[src/rtl/sd_cmd_engine.sv]
// SD-card SPI-mode command sequencer: frames a 6-byte command, polls R1 and optionally
// reads one 512-byte data block through the SPI byte host's wr/dsr handshake.
module sd_cmd_engine #(
  parameter int NCR_MAX = 8,
  parameter int TOK_MAX = 4095,
  parameter int WR_GAP  = 16
) (
  input  logic        clk,
  input  logic        reset_n,
  input  logic        start,
  input  logic [5:0]  cmd_idx,
  input  logic [31:0] cmd_arg,
  input  logic [6:0]  cmd_crc,
  input  logic        read_block,
  output logic        busy,
  output logic        done,
  output logic [7:0]  r1,
  output logic        err_timeout,
  output logic        err_token,
  output logic [7:0]  rd_data,
  output logic        rd_valid,
  output logic        cs_n,
  output logic [7:0]  spi_di,
  output logic        spi_wr,
  input  logic [7:0]  spi_do,
  input  logic        spi_dsr
);

  localparam int CW = $clog2(TOK_MAX + 1);
  localparam int GW = $clog2(WR_GAP + 1);

  typedef enum logic [3:0] {
    S_IDLE, S_PRE, S_CMD, S_RESP, S_TOKEN, S_DATA, S_CRC, S_POST, S_DONE
  } state_t;

  typedef enum logic [1:0] {X_LOAD, X_ACC, X_RDY, X_GAP} xfer_t;

  state_t      state_r;
  xfer_t       xfer_r;
  logic [CW-1:0] poll_cnt_r;
  logic [GW-1:0] gap_cnt_r;
  logic [2:0]  byte_idx_r;
  logic [8:0]  data_cnt_r;
  logic [7:0]  rx_r;
  logic [5:0]  cmd_idx_r;
  logic [31:0] cmd_arg_r;
  logic [6:0]  cmd_crc_r;
  logic        read_block_r;
  logic [7:0]  tx_byte_s;

  // Byte to launch for the current state; everything outside the command frame is an idle 0xFF.
  always_comb begin
    tx_byte_s = 8'hFF;
    if (state_r == S_CMD) begin
      case (byte_idx_r)
        3'd0:    tx_byte_s = {2'b01, cmd_idx_r};
        3'd1:    tx_byte_s = cmd_arg_r[31:24];
        3'd2:    tx_byte_s = cmd_arg_r[23:16];
        3'd3:    tx_byte_s = cmd_arg_r[15:8];
        3'd4:    tx_byte_s = cmd_arg_r[7:0];
        3'd5:    tx_byte_s = {cmd_crc_r, 1'b1};
        default: tx_byte_s = 8'hFF;
      endcase
    end else begin
      tx_byte_s = 8'hFF;
    end
  end

  // Main sequencer with embedded byte-transfer handshake; decisions are taken once the write gap ends.
  always_ff @(posedge clk or negedge reset_n) begin
    if (!reset_n) begin
      state_r      <= S_IDLE;
      xfer_r       <= X_LOAD;
      poll_cnt_r   <= '0;
      gap_cnt_r    <= '0;
      byte_idx_r   <= 3'd0;
      data_cnt_r   <= 9'd0;
      rx_r         <= 8'hFF;
      cmd_idx_r    <= 6'd0;
      cmd_arg_r    <= 32'd0;
      cmd_crc_r    <= 7'd0;
      read_block_r <= 1'b0;
      busy         <= 1'b0;
      done         <= 1'b0;
      r1           <= 8'hFF;
      err_timeout  <= 1'b0;
      err_token    <= 1'b0;
      rd_data      <= 8'd0;
      rd_valid     <= 1'b0;
      cs_n         <= 1'b1;
      spi_di       <= 8'hFF;
      spi_wr       <= 1'b0;
    end else begin
      done     <= 1'b0;
      rd_valid <= 1'b0;
      case (state_r)
        S_IDLE: begin
          // done is still high in the first idle clock, so a coincident start is dropped
          if (start && !done) begin
            cmd_idx_r    <= cmd_idx;
            cmd_arg_r    <= cmd_arg;
            cmd_crc_r    <= cmd_crc;
            read_block_r <= read_block;
            busy         <= 1'b1;
            err_timeout  <= 1'b0;
            err_token    <= 1'b0;
            r1           <= 8'hFF;
            cs_n         <= 1'b0;
            xfer_r       <= X_LOAD;
            state_r      <= S_PRE;
          end
        end
        S_PRE, S_CMD, S_RESP, S_TOKEN, S_DATA, S_CRC, S_POST: begin
          case (xfer_r)
            X_LOAD: begin
              spi_wr <= 1'b1;
              spi_di <= tx_byte_s;
              xfer_r <= X_ACC;
            end
            X_ACC: begin
              if (!spi_dsr) xfer_r <= X_RDY;
            end
            X_RDY: begin
              if (spi_dsr) begin
                rx_r      <= spi_do;
                spi_wr    <= 1'b0;
                gap_cnt_r <= '0;
                xfer_r    <= X_GAP;
              end
            end
            X_GAP: begin
              if (gap_cnt_r == GW'(WR_GAP - 1)) begin
                gap_cnt_r <= '0;
                xfer_r    <= X_LOAD;
                case (state_r)
                  S_PRE: begin
                    byte_idx_r <= 3'd0;
                    state_r    <= S_CMD;
                  end
                  S_CMD: begin
                    if (byte_idx_r == 3'd5) begin
                      poll_cnt_r <= '0;
                      state_r    <= S_RESP;
                    end else begin
                      byte_idx_r <= byte_idx_r + 3'd1;
                    end
                  end
                  S_RESP: begin
                    if (!rx_r[7]) begin
                      r1         <= rx_r;
                      poll_cnt_r <= '0;
                      state_r    <= (read_block_r && rx_r == 8'h00) ? S_TOKEN : S_POST;
                    end else if (poll_cnt_r == CW'(NCR_MAX - 1)) begin
                      err_timeout <= 1'b1;
                      state_r     <= S_POST;
                    end else begin
                      poll_cnt_r <= poll_cnt_r + 1'b1;
                    end
                  end
                  S_TOKEN: begin
                    if (rx_r == 8'hFE) begin
                      data_cnt_r <= 9'd0;
                      state_r    <= S_DATA;
                    end else if (rx_r != 8'hFF) begin
                      err_token <= 1'b1;
                      state_r   <= S_POST;
                    end else if (poll_cnt_r == CW'(TOK_MAX - 1)) begin
                      err_timeout <= 1'b1;
                      state_r     <= S_POST;
                    end else begin
                      poll_cnt_r <= poll_cnt_r + 1'b1;
                    end
                  end
                  S_DATA: begin
                    rd_data    <= rx_r;
                    rd_valid   <= 1'b1;
                    data_cnt_r <= data_cnt_r + 9'd1;
                    if (data_cnt_r == 9'd511) begin
                      byte_idx_r <= 3'd0;
                      state_r    <= S_CRC;
                    end
                  end
                  S_CRC: begin
                    if (byte_idx_r == 3'd1) state_r <= S_POST;
                    else byte_idx_r <= byte_idx_r + 3'd1;
                  end
                  S_POST: begin
                    cs_n    <= 1'b1;
                    state_r <= S_DONE;
                  end
                  default: state_r <= S_IDLE;
                endcase
              end else begin
                gap_cnt_r <= gap_cnt_r + 1'b1;
              end
            end
            default: xfer_r <= X_LOAD;
          endcase
        end
        S_DONE: begin
          done    <= 1'b1;
          busy    <= 1'b0;
          state_r <= S_IDLE;
        end
        default: begin
          spi_wr  <= 1'b0;
          cs_n    <= 1'b1;
          busy    <= 1'b0;
          state_r <= S_IDLE;
        end
      endcase
    end
  end

endmodule

[config.mk]
export PLATFORM = sky130hd
export DESIGN_NAME = sd_cmd_engine
export DESIGN_NICKNAME = d
export VERILOG_FILES = /design/src/rtl/sd_cmd_engine.sv
export SDC_FILE = /design/constraint.sdc
export NUM_CORES = 1
export LEC_CHECK = 0
export ABC_CLOCK_PERIOD_IN_PS = 5200
export BUFFER_PORTS_ARGS = -buffer_cell sky130_fd_sc_hd__buf_2
export CAP_MARGIN = 20
export CORE_MARGIN = 4
export CORE_UTILIZATION = 64
export CTS_BUF_LIST = sky130_fd_sc_hd__clkbuf_8
export DETAILED_ROUTE_END_ITERATION = 7
export GPL_TIMING_DRIVEN = 1
export MAX_ROUTING_LAYER = met4
export PLACE_DENSITY_LB_ADDON = 0.12
export SYNTH_ARGS = -nofsm -noshare
export SYNTH_HDL_FRONTEND = slang
export SYNTH_SLANG_ARGS = --single-unit
[constraint.sdc]
create_clock -name clk -period 5.2 [get_ports clk]
set_clock_uncertainty 0.2 [all_clocks]
set_input_delay 0.52 -clock clk [delete_from_list [all_inputs] [get_ports clk]]
set_output_delay 0.52 -clock clk [all_outputs]
set_load 0.01 [all_outputs]
==> results of run 1 <==
==> cell usage after synthesis, types with 10 or more instances <==
cell      number
dfrtp_1       95
clkbuf_1      16
nand3_1       22
o21ai_0       29
mux2_2        56
a221oi_1      10
o31ai_1       16
ha_1          15
nor2_1        36
nand2_1       59
inv_1         14
dfstp_2       25
nand2b_1      13
a21oi_1       23
==> layout make-up <==
class                   instances  area (sq um)  area share
clock buffers                  17         234.0     0.03416
clock inverters                15         195.2     0.02850
inverters                      15         56.30    0.008221
flip-flops and latches        120          3034      0.4430
multi-input cells             395          2721      0.3973
well taps                     108         135.1     0.01973
repair buffers                 92         473.0     0.06905
==> cell families after synthesis <==
logic type,Yosys count
buffers and inverters,45
and+or+nand+nor,186
muxes,64
AOI/OAI and AO/OA,130
DFF,120
adders and majority gates,15
==> layer usage <==
metal | up-vias | wire length [um] | GRT usage
li1 | 2206 | - | -
met1 | 2283 | 5963 | 0.3443
met2 | 145 | 6605 | 0.4091
met3 | 16 | 778 | 0.05897
met4 | 0 | 138 | 0.08072
met5 | - | 0 | -
==> registers in the layout (all words and copies together), names as in the netlist, 5 cells and up <==
register / cells
cmd_arg_r: 32
r1: 8
cmd_crc_r: 7
rx_r: 8
cmd_idx_r: 6
gap_cnt_r: 5
poll_cnt_r: 12
spi_di: 8
data_cnt_r: 9
rd_data: 8
==> through the flow <==
stage	power, mW	utilization	worst slack [ps]	instance area, sq um
after detailed placement	1.544	0.7212	2422	6412
after CTS	2.442	0.7695	2411	6842
final	2.427	0.7703	2395	6849
after global placement	1.520	0.7212	2536	6412
after global routing	2.545	0.7703	2200	6849
after floorplan	1.393	-	2948	5937
==> final timing paths <==
path	startpoint	to	depth (start not counted)
hold reg to reg	rd_data[1]	rd_data[1]	2
setup reg to reg	byte_idx_r[1]	poll_cnt_r[6]	8
hold / removal	reset_n	gap_cnt_r[0]	1
max in group asynchronous	reset_n	rx_r[6]	2
setup / recovery	byte_idx_r[1]	poll_cnt_r[6]	8
min in group clk	cmd_arg[21]	cmd_arg_r[21]	2
==> where the power goes <==
group	switching (mW)	internal, mW
sequential	0.0899	1.07
clock	0.410	0.487
combinational	0.214	0.157
==> metrics.md, run 1 <==
| Metric | Value |
|---|---|
| Die width | `104.3 um` |
| Crit-path slowest cell | `ha_1` |
| Final setup vio count | `0` |
| Clk pin slew, worst setup/hold paths | `about 80 ps` |
| Cell total after placement | `729` |
| Setup Buffers After CTS | `0` |
| Detailed Routing Iterations Pass 1 | `5` |
| Simple-gate share of the synthesized area | `0.1551` |
| Post-DP HPWL | `between 9000 and 10000 um` |
| DRC violations left | `0` |
| Adder-cell share of the synthesized area | `0.03161` |
| Gp weighted congestion | `~0.87` |
| Top Family by Delay on Critical Path | `compound AO/OA/AOI/OAI gates` |
| Tmin final | `approximately 2800 ps` |
| Die height | `104.3 um` |
| NumNets Final | `around 700` |
| Required time of the worst setup path | `roughly 5300 ps` |
| Critical path buffers and inverters | `2` |
| Most frequent cells in the layout | `dfrtp_1 (95), buf_2 (87), nand2_1 (59)` |
| Max cap viols | `0` |
| Clock sink total | `120` |
| Seq cells post-synth | `between 100 and 150` |
| GRT Overall Usage | `0.2621` |
| Ys async rst share | `1.000` |
| Post-synthesis compound-gate area fraction | `0.1511` |
| Average cell area after synthesis | `10.60 sq um` |
| Number of vias per cell | `roughly 6.1` |
| Slowest stage delay, CP | `around 600 ps` |
| Peak VDD IR | `0.2711 mV` |
| Final Hold Viols | `0` |
| Largest family of logic cells by synthesized area | `simple AND/OR/NAND/NOR gates` |
| Mux contribution to synthesized area | `0.1197` |
| Top-area cell type share of the netlist area | `0.4004` |
| RSZ-0062 raised after global routing | `false` |
| Post-synthesis cell area | `between 5000 and 6000 sq um` |
| CP Capture Type | `register` |
| Top_reg_cell synth | `dfrtp_1` |
| Post-synth top area cell | `dfrtp_1` |
| Vias | `about 4700` |
| Proportion of synthesized chip area in sequential cells | `0.5111` |
| Largest net degree at the start of global routing | `81` |
| Crit start category | `register` |
| Ranking of synthesized cells by area | `dfrtp_1 (40%), dfstp_2 (11%), mux2_2 (11%), nand2_1 (3.7%), ha_1 (3.2%)` |
| Syn_nets | `roughly 630` |
| Io pins | `89` |
| Most common cell after layout, fill and taps aside | `dfrtp_1` |
| GRT Residual Overflow | `0` |
| Leak | `between 3 and 4 nW` |
| CTS Buffer Depth | `2` |
| Worst-Skew Late Latency | `between 400 and 500 ps` |
| N_diodes | `0` |
| Critical Path, Cell by Cell | `inv_1, ha_1, a21oi_1, o21ai_1, o211ai_1, buf_4, or3_1, o31ai_1` |
| CTS Buf Count | `17` |
| Worst Tran Pin Value | `about 1000 ps` |
| Max Fclk | `approximately 360 MHz` |
| Xor and xnor area share after synthesis | `0` |
| Status | `completed` |
| Initial drt markers | `350` |
| Routed WL | `13490 um` |
| Crit Path Class | `reg2reg` |
| HP Class | `in2async` |
| Die area | `around 11000 sq um` |
| Final Cycle Share | `0.5394` |
| Critical Path AT | `between 2000 and 3000 ps` |
| Slew headroom | `0.3364` |
| WHS | `about 53 ps` |
| Fillers | `587` |
| Max-slew violations | `0` |
| H-tree depth | `4` |
| Distinct cells, synth | `54` |
| Peak fanout along the critical path | `17` |
| First-pass GRT wire length | `22460 um` |
| Post-DRT Antenna Nets | `0` |
| Reg2Reg Setup Slack | `2400 ps` |
| Yosys synthesis warning count | `0` |
| Vias in the first global route | `approximately 4600` |
| Layout cells sized above 1 | `0.3242` |
| Hold_buf cts | `0` |
| Sum Neg Setup Slack | `0 ps` |
| Initial Util | `0.6677` |
| Area grow syn2layout | `15.36%` |
| Root buffer cell | `clkbuf_8` |
| Number of cell rows | `34` |
| Cell count after synthesis | `560` |
| Port bufs | `slightly below 90` |
| CTS tree | `built` |
| PD cells | `about 350 nW/um^2` |
| Non-filler instance count after layout | `between 700 and 800` |
| Avg WL per Cell | `17.70 um` |
| CORE AREA | `roughly 8900 sq um` |
| # resized after CTS | `0` |
| Initial antenna violation count | `0` |
| Post-synth EDFFs | `0` |
(Power assumes the default switching activity.)
==> run 2: changes to the inputs <==
--- a/config.mk
+++ b/config.mk
@@ -5,11 +5,11 @@
 export SDC_FILE = /design/constraint.sdc
 export NUM_CORES = 1
 export LEC_CHECK = 0
-export ABC_CLOCK_PERIOD_IN_PS = 5200
+export ABC_CLOCK_PERIOD_IN_PS = 2450
 export BUFFER_PORTS_ARGS = -buffer_cell sky130_fd_sc_hd__buf_2
 export CAP_MARGIN = 20
 export CORE_MARGIN = 4
-export CORE_UTILIZATION = 64
+export CORE_UTILIZATION = 53
 export CTS_BUF_LIST = sky130_fd_sc_hd__clkbuf_8
 export DETAILED_ROUTE_END_ITERATION = 7
 export GPL_TIMING_DRIVEN = 1
==> constraint.sdc (replaced) <==
create_clock -name clk -period 2.45 [get_ports clk]
set_clock_uncertainty 0.2 [all_clocks]
set_input_delay 0.245 -clock clk [delete_from_list [all_inputs] [get_ports clk]]
set_output_delay 0.245 -clock clk [all_outputs]
set_load 0.01 [all_outputs]
==> run 2 against run 1 <==
Sequential cell count did not move. Register-to-register slack got worse by 2300 ps. Fmax rose by 17%. Critical path depth rose by 2.
==> metrics.md, run 2 (synthesis gave the netlist of run 1 again) <==
| Metric | Value |
|---|---|
| Largest net degree at the start of global routing | `between 100 and 150` |
| Grt peak-use layer | `met2` |
| Initial drt markers | `between 300 and 400` |
| Met3 usage | `0.05464` |
| Final setup vio count | `0` |
| Most frequent cells in the layout | `dfrtp_1 (95), buf_2 (87), nand2_1 (59)` |
| Pre-CTS WS | `-3.678 ps` |
| GRT Overall Usage | `0.2400` |
| Number of cell rows | `38` |
| Clock sink total | `between 100 and 150` |
| Non-filler instance count after layout | `between 800 and 900` |
| WHS Path Cells | `4` |
| Crit Path Class | `reg2reg` |
| GRT met2 Usage | `0.3844` |
| Die width | `113.8 um` |
| Final Cycle Share | `0.9779` |
| Worst Tran Pin Value | `around 720 ps` |
| Critical Path AT | `between 2000 and 3000 ps` |
| Io pins | `89` |
| CTS Buffer Depth | `2` |
| Initial antenna violation count | `1` |
| HP Class | `in2reg` |
| Vias in the first global route | `slightly below 5000` |
| Die height | `113.8 um` |
| Number of vias per cell | `5.661` |
| CTS Buf Count | `17` |
| GRT Residual Overflow | `0` |
| Most common cell after layout, fill and taps aside | `dfrtp_1` |
| Avg WL per Cell | `16.75 um` |
| RSZ-0062 raised after global routing | `true` |
| Initial Util | `0.5453` |
| Cell total after placement | `783` |
| Area grow syn2layout | `31.89%` |
| Clk pin slew, worst setup/hold paths | `80 ps` |
| Root buffer cell | `clkbuf_8` |
| R2r worst-path depth | `10` |
| Peak fanout along the critical path | `4` |
| Sum Neg Setup Slack | `0 ps` |
| Worst-Skew Late Latency | `about 430 ps` |
| Met1 Track Usage GR | `0.2991` |
| Gp weighted congestion | `slightly below 0.9` |
| Max cap viols | `0` |
| CTS tree | `built` |
| Layout cells sized above 1 | `0.3469` |
| Required time of the worst setup path | `2590 ps` |
| Vias | `between 4000 and 5000` |
| Leak | `between 3 and 4 nW` |
| Crit start category | `register` |
| PD cells | `approximately 700 nW/um^2` |
| Final WS setup | `54.05 ps` |
| Port bufs | `88` |
| Peak VDD IR | `0.4883 mV` |
| Tmin final | `roughly 2400 ps` |
| NumNets Final | `slightly below 800` |
| Largest regs | `cmd_arg_r x32, poll_cnt_r x12, data_cnt_r x9` |
| CORE AREA | `10890 sq um` |
| Max Fclk | `around 420 MHz` |
| DRC violations left | `0` |
| Utilization after layout | `0.7191` |
| Status | `completed` |
| Die area | `roughly 13000 sq um` |
| Largest register FFs | `32` |
| Largest register by flop count | `cmd_arg_r` |
| Max-slew violations | `0` |
| CP Capture Type | `register` |
| H-tree depth | `4` |
| Post-DP HPWL | `9583 um` |
| Final Hold Viols | `0` |
| Post-DRT Antenna Nets | `0` |
| Slew headroom | `0.5189` |
| Routed WL | `between 10000 and 15000 um` |
| Detailed Routing Iterations Pass 1 | `5` |
| WHS | `around 110 ps` |
| First-pass GRT wire length | `roughly 24000 um` |
==> run 2: final timing paths <==
path / from / to / slack, ps
max: data_cnt_r[0] / state_r[0] / 50
min reg2reg: rd_data[3] / rd_data[3] / 280
max in group asynchronous: reset_n / cmd_arg_r[12] / 1330
min in group asynchronous: reset_n / rd_data[1] / 260
max reg2reg: data_cnt_r[0] / state_r[0] / 50
min: start / cs_n / 110
==> run 2: worst max-delay path, stage by stage, from the launching register on <==
cell,delay [ps]
dfrtp_1,370
ha_2,200
and3_4,200
nand3_4,90
nor2_4,120
ha_4,150
nor4bb_2,40
a211oi_2,220
o2bb2ai_2,100
or3_4,440
mux2i_1,180
==> run 2: metal layers <==
layer | vias to the layer above | share of wire
li1 | 2371 | -
met1 | 2420 | 0.43
met2 | 144 | 0.50
met3 | 24 | 0.045
met4 | 0 | 0.019
met5 | - | 0
==> run 2: report_power, final <==
group	switching, mW	leakage (nW)	internal, mW
logic	0.506	1.92	0.424
clock network	0.835	0.235	1.28
registers	0.159	1.55	2.27
==> run 2: timing repair <==
action                                  4_1_cts  5_1_grt
hold buffers                                 56        0
gates resized for setup                       2       20
pin swaps                                     1        9
endpoints found under the setup margin        2        9
buffers inserted                              0        4
endpoints found under the hold margin       150        0
==> run 2: final cells by class <==
| cell class | count | area, sq um |
|---|---|---|
| clock buffers | 19 | 261.5 |
| fillers | 788 | 3058 |
| flip-flops and latches | 120 | 3034 |
| clock inverters | 13 | 216.5 |
| well taps | 140 | 175.2 |
| diodes | 1 | 2.502 |
| inverters | 15 | 56.30 |
| repair buffers | 173 | 1246 |
| multi-input cells | 395 | 2838 |
==> run 2: through the flow <==
stage	instance area, sq um	total power [mW]
finish	7830	5.474
global route	7830	5.735
CTS	7691	5.509
detailed placement	6643	3.308
global placement	6643	3.259
floorplan	5937	2.956
